## src/rtl/wb_pipe_skid.sv

```systemverilog
// MEM->WB writeback register with a two-entry skid buffer, so WB can stall
// without a combinational ready path into MEM; also flush, freeze and forwarding.
module wb_pipe_skid #(
    parameter int DATA_W        = 32,
    parameter int ADDR_W        = 5,
    parameter int ZERO_SUPPRESS = 1
) (
    input  logic              clk,
    input  logic              rst,
    input  logic              rdy,
    input  logic              flush,
    input  logic              in_valid,
    output logic              in_ready,
    input  logic [ADDR_W-1:0] in_wd,
    input  logic [DATA_W-1:0] in_data,
    input  logic              in_wreg,
    output logic              out_valid,
    input  logic              out_ready,
    output logic [ADDR_W-1:0] out_wd,
    output logic [DATA_W-1:0] out_data,
    output logic              out_wreg,
    output logic              wb_we,
    output logic [1:0]        occ,
    input  logic [ADDR_W-1:0] q_addr,
    output logic              q_hit,
    output logic [DATA_W-1:0] q_data
);

    typedef struct packed {
        logic [ADDR_W-1:0] wd;
        logic [DATA_W-1:0] data;
        logic              wreg;
    } ent_t;

    typedef enum logic [1:0] {EMPTY = 2'd0, ONE = 2'd1, TWO = 2'd2} state_t;

    localparam bit ZS = (ZERO_SUPPRESS != 0);

    state_t state, state_nx;
    ent_t   main_q, skid_q, cap;
    logic   acc_in, acc_out;
    logic   main_v, skid_v, main_hit, skid_hit;

    // x0 writes are neutralised at capture so nothing downstream has to care
    always_comb begin
        cap      = '0;
        cap.wd   = in_wd;
        cap.data = in_data;
        cap.wreg = in_wreg & ~(ZS & (in_wd == '0));
    end

    assign main_v  = (state != EMPTY);
    assign skid_v  = (state == TWO);
    assign acc_in  = in_valid & in_ready;
    assign acc_out = out_valid & out_ready & rdy;

    always_ff @(posedge clk or negedge rst) begin
        if (!rst) state <= EMPTY;
        else      state <= state_nx;
    end

    always_comb begin
        state_nx = state;
        if (flush) begin
            state_nx = EMPTY;
        end else if (rdy) begin
            case (state)
                EMPTY: if (acc_in) state_nx = ONE;
                ONE: begin
                    if (acc_in && !acc_out)      state_nx = TWO;
                    else if (!acc_in && acc_out) state_nx = EMPTY;
                end
                TWO:   if (acc_out) state_nx = ONE;
                default: state_nx = EMPTY;
            endcase
        end
    end

    always_ff @(posedge clk or negedge rst) begin
        if (!rst) begin
            main_q <= '0;
            skid_q <= '0;
        end else if (flush) begin
            main_q <= '0;
            skid_q <= '0;
        end else if (rdy) begin
            case (state)
                EMPTY: if (acc_in) main_q <= cap;
                ONE: begin
                    if (acc_in && acc_out) main_q <= cap;
                    else if (acc_in)       skid_q <= cap;
                end
                TWO:   if (acc_out) main_q <= skid_q;
                default: ;
            endcase
        end
    end

    // ready depends only on registered state, never on out_ready
    always_comb begin
        in_ready  = rst & rdy & (state != TWO);
        out_valid = main_v;
        out_wd    = main_v ? main_q.wd   : '0;
        out_data  = main_v ? main_q.data : '0;
        out_wreg  = main_v ? main_q.wreg : 1'b0;
        wb_we     = out_valid & out_wreg & out_ready & rdy;
        occ       = state;
        main_hit  = main_v & main_q.wreg & (main_q.wd == q_addr) & (q_addr != '0);
        skid_hit  = skid_v & skid_q.wreg & (skid_q.wd == q_addr) & (q_addr != '0);
        q_hit     = main_hit | skid_hit;
        q_data    = '0;
        if (skid_hit)      q_data = skid_q.data;
        else if (main_hit) q_data = main_q.data;
    end

endmodule
```

## config.mk

```make
export PLATFORM = sky130hd
export DESIGN_NAME = wb_pipe_skid
export DESIGN_NICKNAME = d
export VERILOG_FILES = /design/src/rtl/wb_pipe_skid.sv
export SDC_FILE = /design/constraint.sdc
export NUM_CORES = 1
export LEC_CHECK = 0
export ABC_AREA = 1
export CAP_MARGIN = 20
export CELL_PAD_IN_SITES_DETAIL_PLACEMENT = 2
export CELL_PAD_IN_SITES_GLOBAL_PLACEMENT = 2
export CORE_MARGIN = 3
export CORE_UTILIZATION = 26
export DETAILED_ROUTE_END_ITERATION = 10
export PLACE_DENSITY_LB_ADDON = 0.05
export SLEW_MARGIN = 40
export SYNTH_ARGS = -nofsm -noshare
export SYNTH_HDL_FRONTEND = slang
export SYNTH_SLANG_ARGS = --single-unit
export TNS_END_PERCENT = 20
```

## constraint.sdc

```tcl
create_clock -name clk -period 2 [get_ports clk]
set_clock_uncertainty 0.15 [all_clocks]
set_input_delay 0.2 -clock clk [delete_from_list [all_inputs] [get_ports clk]]
set_output_delay 0.2 -clock clk [all_outputs]
set_load 0.05 [all_outputs]
```

==> results of run 1 <==
state kept, by name (all words and copies together) (netlist names):
| signal | count |
|---|---|
| main_q | 38 |
| skid_q | 38 |
| occ | 2 |
synth_stat cells, types with 3 or more instances:
master	count
buf_1	3
inv_2	4
inv_1	53
xnor2_1	4
clkbuf_1	10
dfrtp_1	78
nand3_1	78
nand2_1	370
buf_4	12
nor2_1	57
nor2_2	3
buf_2	19
a21oi_1	37
layout make-up:
type / instances / area, sq um
Multi-Input combinational cell: 557 / 3120
Fill cell: 1950 / 9300
Timing Repair Buffer: 192 / 2350
Clock buffer: 10 / 229
Inverter: 57 / 219
Sequential cell: 78 / 1950
Clock inverter: 6 / 86.3
Tap cell: 225 / 282
path summary, 6_finish.rpt:
path                       depth (start not counted)          to      start
setup / recovery                                  11  q_data[17]     occ[0]
hold / removal                                     4   skid_q[5]      flush
setup reg to reg                                  10   skid_q[3]     occ[0]
hold reg to reg                                    2   skid_q[0]  skid_q[0]
max in group asynchronous                          4  skid_q[12]        rst
min in group asynchronous                          3  main_q[31]        rst
through the flow:
| step | setup TNS, ns | utilization |
|---|---|---|
| 6_report | -23.56 | 0.469 |
| 5_1_grt | -36.56 | 0.469 |
| 4_1_cts | -23.96 | 0.438 |
| 3_5_place_dp | -15.40 | 0.397 |
| 3_3_place_gp | -18.18 | 0.395 |
| 2_1_floorplan | -7.76 | - |
layer usage:
metal,vias up,global-route usage
met5,-,0
met4,0,0.0571
met3,25,0.0265
met2,141,0.398
met1,2886,0.296
li1,2568,-
logic make-up (layout without fill, tap and decap cells):
| kind of cell | after synthesis | count (layout) | synth area share |
|---|---|---|---|
| XOR/XNOR | 4 | 4 | 0.00744 |
| AND/OR/NAND/NOR | 514 | 514 | 0.437 |
| buffers and inverters | 103 | 265 | 0.0999 |
| flip-flops | 78 | 78 | 0.414 |
| AO/OA/AOI/OAI | 39 | 39 | 0.0414 |
timing repair:
item                                   CTS  global route
endpoints found under the hold margin   39             0
setup buffers                           10             5
cloned                                   4             6
hold buffers                             1             0
pin swaps                                4            30
setup endpoints to repair              122           149
resized for setup                       65            75
report_power, final:
group | switching (mW) | leakage, nW | internal [mW]
logic | 1.58 | 2.98 | 0.753
registers | 0.261 | 1.05 | 1.79
clock network | 0.750 | 0.152 | 1.09
worst min-delay path, cell delays in order:
cell and delay, ns:
buf_2 0.12, nor2_4 0.13, nand2_1 0.09, nand2_1 0.04
==> out/results.ini, run 1 <==
[critical_path]
slowest_stage = dfrtp_2
setup.worst_path.end_class = primary output
cp_data_arrival_time_ns = 2.03
path_cells = buf_6 -> buf_6 -> nor2_4 -> nor2_4 -> nand3_4 -> nor2_4 -> buf_12 -> clkbuf_16 -> nand3_2 -> nand2_4 -> buf_12
crit_buf_inv = 5
cp-start-kind = register
cp.required_ns = 1.65
rrSetupSlack_ns = -0.19
crit_family = buffers and inverters
cp_max_fo = 7
slowest_delay_ns = 0.40
critPathMostFrequentCell = nor2_4
worst-setup-path-type = register to primary output

[route]
wirelength_microns = 24200
route.met2.wl_microns = 12500
dr.max_layer_used = met4
drt-initial-drc-count = 227
drc = 0
dr_total_vias = 5620
viasPerCell = 5.00
routedWlPerCell_microns = 21.5
wl_met1_microns = 10300
first_pass_iters = 4
route.met3.wl_microns = 1020
postRouteAntennaNets = 0

[synthesis]
ys_warn_count = 0
synth_edf_count = 0
yosysTopAreaCell = dfrtp_1
async_reset_ff_frac = 1.00
synth_seq_cells = 78
synthDistinctLibCells = 19
yosysSeqAreaShare = 0.414
synth_fp_nets = 787
synthTopCellsByArea = dfrtp_1, nand2_1, nand3_1, nor2_1, inv_1
synth_ff_type = dfrtp_1
yosysTopAreaCellShare = 0.414
avgSynthCellArea_sq_um = 6.38
synth_area_sq_um = 4710
syn_inst = 738

[global_route]
grtUsageTotal = 0.226
grt_overflow_total = 0
grt_pass1_wl_microns = 35100
grt_max_degree = 41
antenna_found_initial = 1
grt_pass1_vias = 6180

[die]
core_area_sq_um = 17500
num_io_pins = 125
rows = 48
dieArea_sq_um = 19800
start_util = 0.269
die_w_microns = 141
die_height_microns = 141

[cts]
cts.htree.levels = 3
cts_sinks = 78
insertion_delay_ns = 0.36
clockBufferDepth = 2
cts_tree = done
cts-root-buf = clkbuf_16
cts-buffers-inserted = 9
path_clk_slew_ns = 0.07

[finish]
area_delta_synth_final_pct = 74.8
layout-drive-gt1-share = 0.322
layout.cells.non_filler = 1125
final_cell_mix = nand2_1, buf_4, dfrtp_1, inv_1, nor2_1
fin_area_sq_um = 8230
nNetsFinal = 944
final_common_cell = nand2_1
insertedDiodeCount = 0

[placement]
gp_congestion = 0.850
dp_slack_ns = -0.286
dp.cells = 1085
port_buffers = 124
postPlaceCellArea_sq_um = 6960
place_hpwl_microns = 15100

[timing]
min_period_over_period = 1.19
maxSlewViolCount = 0
fin_crit_ns = 2.38
rsz0062_at_grt = true
tightest_slew_ns = 0.660
slew-limit-headroom = 0.559
whs_ns = 0.125
fmax_mhz = 420
hold_viol = 0
setup_viol = 134
postLayoutSetupSlackWorst_ns = -0.382

[flow_run]
max_cap_violations = 0

[outcome]
outcome = finished with violations
violations = setup timing

[power_and_ir_drop]
ir_drop_mv = 0.542
leakagePower_nw = 4.18
power_mw = 6.22
power_density_nw_per_um2 = 756

[hold_path]
hp-class = primary input to register

Note: power is estimated with default switching activity, not from simulation.
==> run 2: changes to the inputs <==
--- a/config.mk
+++ b/config.mk
@@ -11,3 +11,2 @@
 export CELL_PAD_IN_SITES_GLOBAL_PLACEMENT = 2
-export CORE_MARGIN = 3
 export CORE_UTILIZATION = 26
--- a/constraint.sdc
+++ b/constraint.sdc
@@ -4,2 +4,2 @@
 set_output_delay 0.2 -clock clk [all_outputs]
-set_load 0.05 [all_outputs]
+set_load 0.005 [all_outputs]
==> run 2 against run 1 <==
  * The run still ends with setup timing left
  * Fmax fell by 4.4%
  * Routed wire length fell by 2.3%
  * Via count did not move
  * Core utilization fell by 3.6 points
  * Critical endpoint is now q_data[19]
  * Largest cell class unchanged
==> out/results.ini, run 2 (synthesis results as in run 1) <==
[outcome]
outcome = finished with violations
violations = setup timing

[die]
start_util = 0.269  ; +0.000923
rows = 48  ; unchanged
die_height_microns = 137  ; -2.8%
num_io_pins = 125  ; unchanged
core_area_sq_um = 17500  ; -0.34%
die_w_microns = 137  ; -2.8%
dieArea_sq_um = 18700  ; -5.6%

[global_route]
grt_pass1_vias = 6259  ; +1.3%
grt_overflow_total = 0  ; unchanged
grt_max_degree = 49  ; +20%
grtUsageTotal = 0.258  ; +0.0315
grt_pass1_wl_microns = 35500  ; +0.96%
antenna_found_initial = 0  ; -1

[finish]
final_common_cell = nand2_1
insertedDiodeCount = 0  ; unchanged
final_cell_mix = nand2_1, dfrtp_1, nand3_1, inv_1, nor2_1
regArea_sq_um = 1950  ; about the same
multi_input_area_sq_um = 2540  ; -18%
post-route-util = 0.433  ; -0.0363
area_delta_synth_final_pct = 60.7
layout-drive-gt1-share = 0.215  ; -0.107
fillCellCount = 2009  ; +3.0%
nNetsFinal = 960  ; +1.7%

[critical_path]
cp_data_arrival_time_ns = 2.14  ; +0.11 ns
crit_buf_inv = 5  ; unchanged
slowest_delay_ns = 0.42  ; +0.02 ns
setup.worst_path.end_class = primary output
worst-setup-path-type = register to primary output
slowest_stage = dfrtp_1
cp.required_ns = 1.65  ; about the same
cp-start-kind = register
cp_max_fo = 7  ; unchanged
crit_family = simple AND/OR/NAND/NOR gates
path_cells = inv_2 -> nand2_2 -> nor2_4 -> buf_4 -> buf_6 -> nand2_4 -> nor2_4 -> nand2_8 -> buf_12 -> nand3_1 -> nand2_4 -> buf_6

[flow_run]
max_cap_violations = 0  ; unchanged

[route]
postRouteAntennaNets = 0  ; unchanged
dr_total_vias = 5620  ; unchanged
first_pass_iters = 6  ; +2
routedWlPerCell_microns = 20.7  ; -3.6%
drc = 0  ; unchanged
viasPerCell = 4.93  ; -1.4%
wirelength_microns = 23600  ; -2.3%
drt-initial-drc-count = 288  ; +27%

[timing]
tns_ns = -20.90  ; +2.66 ns
tightest_slew_ns = 0.703  ; +0.0430 ns
fmax_mhz = 402  ; -4.4%
hold_viol = 0  ; unchanged
rsz0062_at_grt = true
fin_crit_ns = 2.49  ; +0.109 ns
whs_ns = 0.0518  ; -0.0733 ns
setup_viol = 102  ; -24%
postLayoutSetupSlackWorst_ns = -0.490  ; -0.109 ns
min_period_over_period = 1.25  ; +0.0543
maxSlewViolCount = 0  ; unchanged
slew-limit-headroom = 0.532  ; -0.0276

[cts]
clockBufferDepth = 2  ; unchanged
insertion_delay_ns = 0.35  ; about the same
cts.htree.levels = 3  ; unchanged
cts_tree = done
path_clk_slew_ns = 0.06  ; about the same
cts-root-buf = clkbuf_16
cts_sinks = 78  ; unchanged
cts-buffers-inserted = 9  ; unchanged

[hold_path]
hp-class = primary input to register

[placement]
gp_congestion = 0.770  ; -9.3%
port_buffers = 124  ; unchanged
place_hpwl_microns = 14200  ; -6.3%

[power_and_ir_drop]
power_density_nw_per_um2 = 744  ; -1.5%
ir_drop_mv = 0.461  ; -15%
leakagePower_nw = 4.57  ; +9.2%

## run 2: tightest hold or removal path, delay by kind of cell
| family | cells | cell delay (ns) |
|---|---|---|
| buf+inv | 1 | 0.12 |
| simple gates | 3 | 0.20 |
## run 2: final timing paths
path,from,end,cells after the start,slack [ns]
worst max-delay path,occ[0],q_data[19],12,-0.49
worst min-delay path,flush,skid_q[21],4,0.05
worst max register to register,occ[0],skid_q[5],12,-0.24
worst min register to register,skid_q[0],skid_q[0],2,0.35
max in group asynchronous,rst,occ[1],4,0.25
min in group asynchronous,rst,main_q[33],3,0.35
## run 2: final cells by class
type | count | share of cell area
clock inverter | 5 | 0.00777
inverter | 57 | 0.0293
clock buffer | 11 | 0.0321
tap | 225 | 0.0372
timing repair buffer | 208 | 0.300
sequential | 78 | 0.258
multi-input combinational | 557 | 0.336
## run 2: power by group
group | internal [mW] | switching [mW]
combinational | 0.825 | 1.07
sequential | 1.78 | 0.200
clock | 1.00 | 0.755
total | 3.61 | 2.02
## run 2: per-layer routing
| layer | GRT usage | wire [microns] | part of all wire | up-vias |
|---|---|---|---|---|
| met5 | 0 | 0 | 0 | - |
| met4 | 0.0920 | 421 | 0.018 | 0 |
| met3 | 0.0330 | 858 | 0.036 | 28 |
| met2 | 0.452 | 12100 | 0.51 | 125 |
| met1 | 0.322 | 10200 | 0.43 | 2859 |
| li1 | - | - | - | 2608 |
## run 2: stage by stage
step	cell area [sq um]	cells	setup slack (ns)	power, mW
CTS	7300	1137	-0.482	5.62
finish	7570	1141	-0.490	5.63
detailed placement	6580	1094	-0.600	3.76
global placement	6530	1092	-0.556	3.67
floorplan	4710	738	0.282	2.71
global route	7570	1141	-0.552	5.91
## run 2: timing repair
action / in CTS / in global routing
pin swaps: 25 / 6
hold buffers: 1 / 0
endpoints found under the setup margin: 129 / 152
gates cloned: 6 / 1
buffers inserted: 21 / 6
gates resized for setup: 200 / 78
hold endpoints to repair: 30 / 0
